### src/rtl/live_value_table_if.sv
// live_value_table_if: access bus of the live value table.
// master drives flush, write strobes/addresses and read strobes/addresses;
// slave returns the per-reader last-writer index, its qualifier, ready and
// the write-collision pulse.
interface live_value_table_if #(
  parameter int ADDR_WIDTH   = 8,
  parameter int NB_WRAGENT   = 2,
  parameter int NB_RDAGENT   = 2,
  parameter int SELECT_WIDTH = (NB_WRAGENT == 1 ? 1 : $clog2(NB_WRAGENT))
);
  logic                               flush;
  logic [NB_WRAGENT-1:0]              wren;
  logic [NB_WRAGENT*ADDR_WIDTH-1:0]   wraddr;
  logic [NB_RDAGENT-1:0]              rden;
  logic [NB_RDAGENT*ADDR_WIDTH-1:0]   rdaddr;
  logic [NB_RDAGENT*SELECT_WIDTH-1:0] rdselect;
  logic [NB_RDAGENT-1:0]              rdvalid;
  logic                               ready;
  logic                               wrcollision;
  modport master (
    output flush, wren, wraddr, rden, rdaddr,
    input  rdselect, rdvalid, ready, wrcollision
  );
  modport slave (
    input  flush, wren, wraddr, rden, rdaddr,
    output rdselect, rdvalid, ready, wrcollision
  );
endinterface

### src/rtl/live_value_table.sv
// live_value_table: tracks, per row, which write agent wrote it last.
// Ports: aclk (rising edge), areset (async, active high), bus (slave modport):
//   flush -> re-run the clearing sweep; wren/wraddr -> per-agent writes;
//   rden/rdaddr -> per-agent reads; rdselect/rdvalid -> read results after
//   RD_LATENCY cycles; ready -> table initialised; wrcollision -> one-cycle
//   pulse after two agents wrote the same row.
module live_value_table #(
  parameter int ADDR_WIDTH   = 8,
  parameter int RAM_DEPTH    = 2**ADDR_WIDTH,
  parameter int NB_WRAGENT   = 2,
  parameter int NB_RDAGENT   = 2,
  parameter int SELECT_WIDTH = (NB_WRAGENT == 1 ? 1 : $clog2(NB_WRAGENT)),
  parameter int RD_LATENCY   = 1,
  parameter int WRITE_FIRST  = 1
) (
  input logic aclk,
  input logic areset,
  live_value_table_if.slave bus
);
  localparam int IW = RAM_DEPTH > 1 ? $clog2(RAM_DEPTH) : 1;
  localparam logic [ADDR_WIDTH:0] DEPTH = (ADDR_WIDTH+1)'(RAM_DEPTH);
  localparam logic [ADDR_WIDTH-1:0] LAST = ADDR_WIDTH'(RAM_DEPTH-1);

  typedef enum logic {INIT, RUN} state_t;

  state_t                             state;
  logic [ADDR_WIDTH-1:0]              cnt;
  logic                               ready;
  logic                               wrcollision;
  logic [NB_RDAGENT-1:0]              rdvalid;
  logic [NB_RDAGENT*SELECT_WIDTH-1:0] rdselect;
  logic [SELECT_WIDTH-1:0]            mem [RAM_DEPTH];
  logic [ADDR_WIDTH-1:0]              waddr [NB_WRAGENT];
  logic [ADDR_WIDTH-1:0]              raddr [NB_RDAGENT];
  logic [NB_WRAGENT-1:0]              wr_ok;
  logic                               coll;
  logic [NB_RDAGENT-1:0]              rd_ok;
  logic [NB_RDAGENT*SELECT_WIDTH-1:0] rd_val;
  logic [NB_RDAGENT-1:0]              fv;
  logic [NB_RDAGENT*SELECT_WIDTH-1:0] fs;

  for (genvar i = 0; i < NB_WRAGENT; i++) begin : g_wa
    assign waddr[i] = bus.wraddr[ADDR_WIDTH*i +: ADDR_WIDTH];
  end
  for (genvar j = 0; j < NB_RDAGENT; j++) begin : g_ra
    assign raddr[j] = bus.rdaddr[ADDR_WIDTH*j +: ADDR_WIDTH];
  end

  function automatic logic in_range(input logic [ADDR_WIDTH-1:0] a);
    return {1'b0, a} < DEPTH;
  endfunction

  // Out-of-range rows read as 0; with WRITE_FIRST the highest accepted
  // same-cycle writer of the row overrides the stored entry.
  function automatic logic [SELECT_WIDTH-1:0] lookup(input logic [ADDR_WIDTH-1:0] a);
    logic [SELECT_WIDTH-1:0] s;
    s = in_range(a) ? mem[IW'(a)] : '0;
    for (int i = 0; i < NB_WRAGENT; i++)
      if (WRITE_FIRST != 0 && wr_ok[i] && waddr[i] == a) s = SELECT_WIDTH'(i);
    return s;
  endfunction

  always_comb begin
    wr_ok = '0;
    coll = 1'b0;
    for (int i = 0; i < NB_WRAGENT; i++) begin
      wr_ok[i] = ready && bus.wren[i] && in_range(waddr[i]);
      for (int k = 0; k < i; k++)
        if (wr_ok[i] && wr_ok[k] && waddr[i] == waddr[k]) coll = 1'b1;
    end
  end

  // ready is still high in the cycle flush is sampled, so those reads complete.
  assign rd_ok = ready ? bus.rden : '0;

  always_comb begin
    rd_val = '0;
    for (int j = 0; j < NB_RDAGENT; j++)
      rd_val[j*SELECT_WIDTH +: SELECT_WIDTH] = lookup(raddr[j]);
  end

  if (RD_LATENCY == 2) begin : g_pipe
    always_ff @(posedge aclk or posedge areset)
      if (areset) begin
        fv <= '0;
        fs <= '0;
      end else begin
        fv <= rd_ok;
        fs <= rd_val;
      end
  end else begin : g_direct
    assign fv = rd_ok;
    assign fs = rd_val;
  end

  always_ff @(posedge aclk or posedge areset)
    if (areset) begin
      state       <= INIT;
      cnt         <= '0;
      ready       <= 1'b0;
      wrcollision <= 1'b0;
      rdvalid     <= '0;
      rdselect    <= '0;
    end else begin
      wrcollision <= coll;
      rdvalid     <= fv;
      for (int j = 0; j < NB_RDAGENT; j++)
        if (fv[j]) rdselect[j*SELECT_WIDTH +: SELECT_WIDTH] <= fs[j*SELECT_WIDTH +: SELECT_WIDTH];
      if (bus.flush) begin
        state <= INIT;
        cnt   <= '0;
        ready <= 1'b0;
      end else if (state == INIT) begin
        cnt <= cnt + 1'b1;
        if (cnt == LAST) begin
          state <= RUN;
          ready <= 1'b1;
        end
      end
    end

  // Table storage has no reset; only the INIT sweep clears it.
  always_ff @(posedge aclk)
    if (state == INIT) begin
      if (!areset) mem[IW'(cnt)] <= '0;
    end else begin
      for (int i = 0; i < NB_WRAGENT; i++)
        if (wr_ok[i]) mem[IW'(waddr[i])] <= SELECT_WIDTH'(i);
    end

  assign bus.ready       = ready;
  assign bus.wrcollision = wrcollision;
  assign bus.rdvalid     = rdvalid;
  assign bus.rdselect    = rdselect;
endmodule

### src/flat_wrapper.sv
// flat-port wrapper written by rule: the top's interface ports become plain ports
module live_value_table_flat 
#(
  parameter int ADDR_WIDTH   = 8,
  parameter int RAM_DEPTH    = 2**ADDR_WIDTH,
  parameter int NB_WRAGENT   = 2,
  parameter int NB_RDAGENT   = 2,
  parameter int SELECT_WIDTH = (NB_WRAGENT == 1 ? 1 : $clog2(NB_WRAGENT)),
  parameter int RD_LATENCY   = 1,
  parameter int WRITE_FIRST  = 1
)
  (aclk, areset, bus_flush, bus_wren, bus_wraddr, bus_rden, bus_rdaddr, bus_rdselect, bus_rdvalid, bus_ready, bus_wrcollision);
  live_value_table_if #(.ADDR_WIDTH(ADDR_WIDTH), .NB_WRAGENT(NB_WRAGENT), .NB_RDAGENT(NB_RDAGENT), .SELECT_WIDTH(SELECT_WIDTH)) bus_i ();
  input logic aclk;
  input logic areset;
  input wire logic [$bits(bus_i.flush)-1:0] bus_flush;
  input wire logic [$bits(bus_i.wren)-1:0] bus_wren;
  input wire logic [$bits(bus_i.wraddr)-1:0] bus_wraddr;
  input wire logic [$bits(bus_i.rden)-1:0] bus_rden;
  input wire logic [$bits(bus_i.rdaddr)-1:0] bus_rdaddr;
  output wire logic [$bits(bus_i.rdselect)-1:0] bus_rdselect;
  output wire logic [$bits(bus_i.rdvalid)-1:0] bus_rdvalid;
  output wire logic [$bits(bus_i.ready)-1:0] bus_ready;
  output wire logic [$bits(bus_i.wrcollision)-1:0] bus_wrcollision;
  assign bus_i.flush = bus_flush;
  assign bus_i.wren = bus_wren;
  assign bus_i.wraddr = bus_wraddr;
  assign bus_i.rden = bus_rden;
  assign bus_i.rdaddr = bus_rdaddr;
  assign bus_rdselect = bus_i.rdselect;
  assign bus_rdvalid = bus_i.rdvalid;
  assign bus_ready = bus_i.ready;
  assign bus_wrcollision = bus_i.wrcollision;
  live_value_table #(.ADDR_WIDTH(ADDR_WIDTH), .RAM_DEPTH(RAM_DEPTH), .NB_WRAGENT(NB_WRAGENT), .NB_RDAGENT(NB_RDAGENT), .SELECT_WIDTH(SELECT_WIDTH), .RD_LATENCY(RD_LATENCY), .WRITE_FIRST(WRITE_FIRST)) u_core (.aclk(aclk), .areset(areset), .bus(bus_i));
endmodule
### config.mk
export PLATFORM = sky130hd
export DESIGN_NAME = live_value_table_flat
export DESIGN_NICKNAME = d
export VERILOG_FILES = /design/src/rtl/live_value_table_if.sv /design/src/rtl/live_value_table.sv /design/src/flat_wrapper.sv
export SDC_FILE = /design/constraint.sdc
export NUM_CORES = 1
export LEC_CHECK = 0
export CAP_MARGIN = 20
export CELL_PAD_IN_SITES_DETAIL_PLACEMENT = 1
export CELL_PAD_IN_SITES_GLOBAL_PLACEMENT = 2
export CORE_MARGIN = 2
export CORE_UTILIZATION = 43
export DETAILED_ROUTE_END_ITERATION = 8
export HOLD_SLACK_MARGIN = 0.1
export PLACE_DENSITY_LB_ADDON = 0.1
export SKIP_CTS_REPAIR_TIMING = 1
export SYNTH_ARGS = -nofsm -noshare
export SYNTH_HDL_FRONTEND = slang
export SYNTH_SLANG_ARGS = --single-unit
### constraint.sdc
create_clock -name aclk -period 4.47 [get_ports aclk]
set_input_delay 0.6705 -clock aclk [delete_from_list [all_inputs] [get_ports aclk]]
set_output_delay 0.6705 -clock aclk [all_outputs]
set_load 0.01 [all_outputs]
==> results of run 1 <==
## logic make-up after synthesis
| group | Yosys count | synth area share [%] |
|---|---|---|
| compound gates | 622 | 23.2 |
| xor+xnor | 45 | 2.73 |
| fa+ha+maj | 1 | 0.0868 |
| buf+inv | 161 | 5.02 |
| flops | 271 | 38.1 |
| mux | 177 | 21.3 |
| simple gates | 271 | 9.46 |
## power groups by stage
stage          clock network (uW)  logic, uW  registers, uW
2_1_floorplan                   0        282           2480
3_3_place_gp                    0        467           2480
3_5_place_dp                    0        471           2480
4_1_cts                      2820        473           2430
5_1_grt                      2910        502           2430
6_report                     2780        485           2430
## metal layers
layer / share of wire (%) / wire length, microns
met5: 0 / 0
met4: 5.1 / 3250
met3: 9.7 / 6240
met2: 45 / 28600
met1: 41 / 26100
## path summary, 6_finish.rpt
kind | slack [ns] | to
setup / recovery | 1.16 | u_core.mem[203]
hold / removal | 0.49 | u_core.mem[216]
setup reg to reg | 1.16 | u_core.mem[203]
hold reg to reg | 0.49 | u_core.mem[216]
max in group asynchronous | 3.35 | u_core.bus.rdvalid[1]
min in group asynchronous | 0.63 | u_core.bus.rdselect[1]
## stage by stage
step                      cell area [sq um]  cells  utilization, %
final                                 16400   2026            49.4
after CTS                             16400   2026            49.4
after global routing                  16400   2026            49.4
after global placement                15300   1969            46.1
after detailed placement              15300   1969            46.1
after floorplan                       14400   1548               -
## sequential cells by signal, summed over array words and instances (netlist names)
| register | count |
|---|---|
| u_core.bus.ready | 1 |
| u_core.bus.wrcollision | 1 |
| u_core.bus.rdvalid | 2 |
| u_core.mem | 256 |
| u_core.bus.rdselect | 2 |
| u_core.state | 1 |
| u_core.cnt | 8 |
## final cells by class
class	instances	area share, %
sequential	271	33.4
timing repair buffer	121	6.35
clock buffer	42	5.67
inverter	13	0.297
multi-input combinational	1116	49.8
clock inverter	15	0.982
tap	448	3.41
## layout by cell type, fill, tap and decap left out, types with 35 or more instances in the layout
cell type	instances
o21ai_0	527
clkdlybuf4s50_1	40
nand2_1	85
mux2i_1	74
nor2_1	37
clkbuf_16	35
nand3_1	40
dfxtp_1	256
mux4_2	98
buf_4	77
## worst register-to-register path, stage by stage, from the launching register on
cell and delay [ns]:
dfrtp_1 0.68, and3_1 0.57, nor3_1 0.11, a31oi_1 0.59
nor2_1 0.16, nand2_1 0.77, o21ai_0 0.22, o21ai_0 0.12
==> out/results.ini, run 1 <==
[outcome]
outcome=finished clean

[die]
die_area_sq_mm=0.0350
num_rows=67
start_util_pct=43.3
die_h_microns=187
fp.coreArea_sq_mm=0.0333
die_x_microns=187
ioPinCount=45

[routing]
drt_pass1_iterations=6
num_vias=13700
antenna_left=0
vias_per_cell=6.77
routed_wirelength_microns=64200
avgRoutedWirePerCell_microns=31.7
route.detailed.drc=0
drt_iter0_markers=1323

[final_layout]
final_net_count=1597
drive_above_1_share_pct=15.1
multi_input_area_sq_mm=0.00820
diodes=0
ff_latch_area_sq_mm=0.00550
fill_cells=3758
area_growth_pct=14.0

[critical_path]
crit_start=u_core.bus.ready
worstRegToRegCells=7
crit_path_start_kind=register
cpMostUsedCell=o21ai_0
required_ns=4.90
arrival_ns=3.74
max_stage_delay_ns=0.77
path_buf_inv=0
cp_max_fo=14
setup.worst_path.end_class=register
crit_cells=7
crit_type=reg -> reg
crit_family=simple AND/OR/NAND/NOR gates
r2r-start=u_core.bus.ready
path_cells=and3_1 > nor3_1 > a31oi_1 > nor2_1 > nand2_1 > o21ai_0 > o21ai_0
cp_slowest_cell=nand2_1

[min_path]
worstHoldStart=u_core.mem[216]
hold_path.class=reg -> reg
hold-path-cell-count=2

[timing]
rsz0062_at_grt=false
maxSlewHeadroom_pct=34.1
fin_crit_sh_pct=74.1
setup_viol=0
finalSetupTns_ns=0
worst_hold_slack_ns=0.492
fmax_ghz=0.302
fin_ws_ns=1.16
finalMaxSlewViolations=0
finalHoldViolations=0
period_needed_ns=3.31
clock_skew_ns=0.0193
tightest_slew_ns=0.986

[global_routing]
grtUsageTotal_pct=36.3
globalRouteMet2Util_pct=56.9
grt_use_met1_pct=48.5
grt_pass1_vias=13700
grt-ovfl-total=0
gr-max-usage-layer=met2
gr-usage-met3_pct=7.50
antenna_found_initial=2
grt_max_degree=42
grt_pass1_wl_microns=93900

[yosys]
netlist.area_leader.share_pct=35.5
async_flop_share_pct=5.54
synthTopCellsByArea=dfxtp_1 (36%), o21ai_0 (18%), mux4_2 (15%)
syn_nets=1588
avgSynthCellArea_sq_um=9.32
ys_ff_latch=271
synth_common_cells=o21ai_0 (527), dfxtp_1 (256), clkbuf_1 (102), mux4_2 (98), nand2_1 (85)
ys.flop_type=dfxtp_1
synth_most_common_cell=o21ai_0
netlist_area_sq_mm=0.0144
synthCells=1548
synth_edf_count=0
yosys.area.top_type=dfxtp_1
synth_cell_types=60
yosysSeqAreaShare_pct=38.1
yosys_warnings=0

[power]
p_per_area_mw_per_mm2=347
p_leak_uw=0.00559
pwr-share-comb_pct=8.5
clkPwrFrac_pct=48.8
p_switching_uw=1460
p_seq_share_pct=42.6
finalPower_uw=5700
p_sw_share_pct=25.6
ir_drop_mv=0.231
p_int_uw=4240

[clock_tree]
clockBufferDepth=3
cts.htree.levels=2
cts-root-buf=clkbuf_16
cts_sinks=271
cts_buffers=34
clkLatencyLatePin_ns=0.53
clkTransAtPathRegs_ns=0.06
cts_tree=done

[job]
cap_violations=0

[placement]
portBuffers=44
pre_cts_ws_ns=0.761
gp_congestion=0.917
dpl.hpwl_microns=42200

No activity file was read; power rests on OpenSTA's default activity.
==> run 2: changes to the inputs <==
--- a/config.mk
+++ b/config.mk
@@ -9,7 +9,7 @@
 export CELL_PAD_IN_SITES_DETAIL_PLACEMENT = 1
 export CELL_PAD_IN_SITES_GLOBAL_PLACEMENT = 2
 export CORE_MARGIN = 2
-export CORE_UTILIZATION = 43
+export CORE_UTILIZATION = 40
 export DETAILED_ROUTE_END_ITERATION = 8
 export HOLD_SLACK_MARGIN = 0.1
 export PLACE_DENSITY_LB_ADDON = 0.1
==> constraint.sdc (replaced) <==
create_clock -name aclk -period 3.1 [get_ports aclk]
set_input_delay 0.465 -clock aclk [delete_from_list [all_inputs] [get_ports aclk]]
set_output_delay 0.465 -clock aclk [all_outputs]
set_load 0.01 [all_outputs]
==> run 2 against run 1 <==
- critical endpoint is now u_core.bus.rdselect[0]
- die area up 7.3%
- largest power group unchanged
- clock power up 52%
- global-route usage down 2.1 points
- sequential share of layout area down 1.5 points
- worst setup slack worse by 0.58 ns
- sequential power up 44%
- worst hold slack worse by 0.099 ns
- routed wire length up 1.1%
- critical path depth up 4
- final area up 4.7%
- clock skew down 0.0052 ns
- core utilization down 1.0 points
==> out/results.ini, run 2 (synthesized netlist as in run 1, its figures left out) <==
[outcome]
outcome=finished clean

[critical_path]
required_ns=3.59
r2r-end=u_core.mem[164]
crit_start=bus_rdaddr[2]
r2r-start=u_core.bus.ready
crit_path_start_kind=primary input
setup.worst_path.end_class=register
crit_path_end=u_core.bus.rdselect[0]
arrival_ns=3.01
crit_type=in -> reg
worstRegToRegCells=8
r2r_setup_slack_ns=0.62
cp_max_fo=4

[job]
cap_violations=0

[routing]
route.layer.met1.wl_microns=27000
drt_iter0_markers=1242
routed_wirelength_microns=64900
vias_per_cell=6.58
dr_wl_met3_microns=5480
num_vias=13900
antenna_left=0
avgRoutedWirePerCell_microns=30.6
wl_met2_microns=29300
drt_pass1_iterations=6
route.detailed.drc=0
top_layer_used=met5

[final_layout]
fill_cells=4016
area_growth_pct=19.4
final_cell_mix=o21ai_0 (527), dfxtp_1 (256), buf_4 (141), mux4_2 (98), nand2_1 (85)
final_common_cell=o21ai_0
largest_register_ffs=256
top_regs=u_core.mem x256, u_core.cnt x8
top_register=u_core.mem
instances_no_fill=2121
drive_above_1_share_pct=18.7
final_net_count=1671
fin_util_pct=48.4

[die]
ioPinCount=45
num_rows=69
die_h_microns=194
fp.coreArea_sq_mm=0.0356
die_area_sq_mm=0.0376
start_util_pct=40.5
die_x_microns=194

[power]
clkPwrFrac_pct=49.7
p_per_area_mw_per_mm2=493
pwr-share-comb_pct=9.0
p_switching_uw=2150
finalPower_uw=8490
p_int_uw=6350
ir_drop_mv=0.476
p_leak_uw=0.00600
p_sw_share_pct=25.3
p_seq_share_pct=41.3

[clock_tree]
cts.htree.levels=2
clkLatencyLatePin_ns=0.55
clkTransAtPathRegs_ns=0.06
cts_sinks=271
clockBufferDepth=3
cts_buffers=35
cts-root-buf=clkbuf_16
cts_tree=done

[timing]
clock_skew_ns=0.0141
finalMaxSlewViolations=0
period_needed_ns=2.53
finalSetupTns_ns=0
setup_viol=0
finalHoldViolations=0
tightest_slew_ns=0.694
rsz0062_at_grt=false
fin_crit_sh_pct=81.5
fmax_ghz=0.396
maxSlewHeadroom_pct=53.6

[global_routing]
grt_pass1_wl_microns=95400
antenna_found_initial=4
grt_max_degree=35
grtUsageTotal_pct=34.2
grt-ovfl-total=0
grt_pass1_vias=14100

[placement]
dpl.hpwl_microns=42900
portBuffers=44
dp.cells=2055
gp_congestion=0.896

[min_path]
hold_path.class=in -> async

run 2: critical path: stages:
cell and delay [ns]:
clkdlybuf4s50_1 0.59, nand2b_1 0.15, buf_4 0.19, o221ai_1 0.26
o22ai_1 0.16, o21ai_0 0.30, buf_4 0.19, o41ai_1 0.12
nor4_1 0.28, buf_4 0.18, a31o_1 0.14
run 2: worst min-delay path by stage:
stage | startpoint | to | slack [ns] | cells after the start
5_1_grt | areset | u_core.bus.rdselect[1] | 0.47 | 2
2_1_floorplan | areset | u_core.bus.rdselect[0] | 0.37 | 1
6_report | areset | u_core.bus.rdselect[1] | 0.39 | 2
3_3_place_gp | u_core.mem[42] | u_core.mem[42] | 0.47 | 2
3_5_place_dp | u_core.mem[216] | u_core.mem[216] | 0.49 | 2
4_1_cts | areset | u_core.bus.rdselect[1] | 0.41 | 2
run 2: routing by layer:
metal	up-vias	global-route usage, %
met5	-	0
met2	648	53.3
met3	164	7.81
met1	7123	45.0
met4	2	16.3
li1	6012	-
run 2: area by class of cell:
cell class	instances	area (sq um)	share of cell area, %
sequential	271	5500	32.0
clock inverter	10	141	0.821
tap	461	577	3.35
multi-input combinational	1116	8200	47.6
antenna	2	5.00	0.0291
timing repair buffer	194	1700	9.90
inverter	13	48.8	0.284
clock buffer	54	1040	6.03
run 2: power by group through the flow:
stage | Clock [uW] | Sequential [uW] | Combinational (uW)
2_1_floorplan | 0 | 3580 | 407
3_3_place_gp | 0 | 3580 | 739
3_5_place_dp | 0 | 3580 | 745
4_1_cts | 4270 | 3500 | 749
5_1_grt | 4410 | 3500 | 794
6_report | 4220 | 3510 | 765
run 2: through the flow:
step	hold WS (ns)	cell area [sq um]	setup WS, ns
after floorplan	0.366	14400	0.672
after global placement	0.472	16000	0.111
after detailed placement	0.485	16000	0.0793
after CTS	0.408	17200	0.627
after global routing	0.469	17200	0.450
final	0.392	17200	0.574
==> run 3: changes to the inputs <==
--- a/config.mk
+++ b/config.mk
@@ -9,7 +9,7 @@
 export CELL_PAD_IN_SITES_DETAIL_PLACEMENT = 1
 export CELL_PAD_IN_SITES_GLOBAL_PLACEMENT = 2
 export CORE_MARGIN = 2
-export CORE_UTILIZATION = 40
+export CORE_UTILIZATION = 36
 export DETAILED_ROUTE_END_ITERATION = 8
 export HOLD_SLACK_MARGIN = 0.1
 export PLACE_DENSITY_LB_ADDON = 0.1
==> constraint.sdc (replaced) <==
create_clock -name aclk -period 2.25 [get_ports aclk]
set_input_delay 0.3375 -clock aclk [delete_from_list [all_inputs] [get_ports aclk]]
set_output_delay 0.3375 -clock aclk [all_outputs]
set_load 0.01 [all_outputs]
==> run 3 against run 2 <==
- worst setup slack worse by 0.56 ns
- cell count up 8.2%
- largest power group unchanged
- non-clock buffer count up 112
- die area up 11%
- sequential power up 38%
- clock skew up 0.0058 ns
- routed wire length up 4.7%
- critical path depth down 4
- global-route usage down 1.5 points
- sequential cell count unchanged
- core utilization down 1.5 points
- combinational power up 59%
- highest routed layer is now met4
==> out/results.ini, run 3 (synthesized netlist as in run 1, its figures left out) <==
[power]
p_leak_uw=0.00675
clkPwrFrac_pct=47.8
p_int_uw=8520
p_seq_share_pct=41.7
ir_drop_mv=0.645
p_sw_share_pct=26.5
p_switching_uw=3060
p_per_area_mw_per_mm2=623
pwr-share-comb_pct=10.5

[critical_path]
max_stage_delay_ns=0.50
required_ns=2.69
path_cells=mux4_2 > mux4_2 > nand2_2 > o2111ai_4 > a311oi_4 > nor4_2 > a31o_1
crit_path_start_kind=register
crit_type=reg -> reg
arrival_ns=2.67
cp_max_fo=3
cpMostUsedCell=mux4_2
setup.worst_path.end_class=register
cp_slowest_cell=mux4_2

[global_routing]
grt-ovfl-total=0
gr-usage-met3_pct=4.93
grtUsageTotal_pct=32.6
antenna_found_initial=5
grt_max_degree=31
globalRouteMet2Util_pct=53.9
grt_pass1_vias=14300
gr-max-usage-layer=met2
grt_pass1_wl_microns=98600
grt_use_met1_pct=43.9

[final_layout]
ff_latch_area_sq_mm=0.00551
fin_util_pct=46.9
largest_register_ffs=256
area_growth_pct=28.9
drive_above_1_share_pct=24.9
final_cell_mix=o21ai_0 (525), dfxtp_1 (249), buf_4 (217), mux4_2 (98), nand2_1 (84)
final_net_count=1783
multi_input_area_sq_mm=0.00827
top_register=u_core.mem
fill_cells=4433
top_regs=u_core.mem x256, u_core.cnt x8
final_common_cell=o21ai_0

[die]
start_util_pct=36.4
num_rows=73
die_h_microns=204
fp.coreArea_sq_mm=0.0396
die_area_sq_mm=0.0417
die_x_microns=204
ioPinCount=45

[min_path]
hold_path.class=in -> async

[placement]
pre_cts_ws_ns=-0.514
dpl.hpwl_microns=46000
gp_congestion=0.947
portBuffers=44

[timing]
tightest_slew_ns=0.702
finalMaxSlewViolations=0
fin_ws_ns=0.0142
clock_skew_ns=0.0199
setup_viol=0
finalHoldViolations=0
rsz0062_at_grt=true
finalSetupTns_ns=0
period_needed_ns=2.24
worst_hold_slack_ns=0.254
maxSlewHeadroom_pct=53.1
fmax_ghz=0.447
fin_crit_sh_pct=99.4

[outcome]
outcome=finished clean

[routing]
num_vias=14300
drt_iter0_markers=1482
antenna_left=0
vias_per_cell=6.23
drt_pass1_iterations=5
route.detailed.drc=0
routed_wirelength_microns=68000
avgRoutedWirePerCell_microns=29.6

[clock_tree]
cts_buffers=35
cts_tree=done
clkTransAtPathRegs_ns=0.06
cts_sinks=271
clockBufferDepth=3
cts.htree.levels=2
clkLatencyLatePin_ns=0.57
cts-root-buf=clkbuf_16

[job]
cap_violations=0

==> run 3: worst max-delay path: cells and delay by family, from the launching register on <==
family	cells	cell delay (ns)
flops	1	0.33
simple gates	2	0.20
mux	2	0.97
compound gates	3	0.63
==> run 3: per-layer routing <==
metal	up-vias	wire length, microns
met4	0	1880
met1	7382	29300
li1	6219	-
met5	-	0
met3	112	4580
met2	587	32200
==> run 3: power by group through the flow <==
stage | sequential, uW | clock, uW | combinational [uW]
2_1_floorplan | 4930 | 0 | 562
3_3_place_gp | 4930 | 0 | 1180
3_5_place_dp | 4930 | 0 | 1190
4_1_cts | 4830 | 5600 | 1200
5_1_grt | 4830 | 5820 | 1270
6_report | 4830 | 5540 | 1220
==> run 3: cell type report <==
type / instances / area share (%)
Clock buffer: 46 / 5.21
Sequential cell: 271 / 29.6
Multi-Input combinational cell: 1116 / 44.5
Timing Repair Buffer: 306 / 16.1
Clock inverter: 16 / 0.714
Inverter: 13 / 0.263
Tap cell: 525 / 3.54
Antenna cell: 1 / 0.0135
==> run 3: final timing paths <==
| path | slack, ns | cells after the start | to | from |
|---|---|---|---|---|
| max | 0.01 | 7 | u_core.bus.rdselect[1] | u_core.mem[95] |
| min | 0.25 | 2 | u_core.cnt[5] | areset |
| max reg2reg | 0.01 | 7 | u_core.bus.rdselect[1] | u_core.mem[95] |
| min reg2reg | 0.49 | 2 | u_core.mem[216] | u_core.mem[216] |
| max in group asynchronous | 1.55 | 2 | u_core.bus.rdselect[1] | areset |
| min in group aclk | 0.49 | 2 | u_core.mem[216] | u_core.mem[216] |
==> run 3: through the flow <==
stage                     power, uW  cells  cell area (sq um)
after detailed placement       6120   2231              17400
after CTS                     11600   2293              18500
after global routing          11900   2293              18600
final                         11600   2294              18600
after floorplan                5490   1548              14400
after global placement         6110   2231              17400
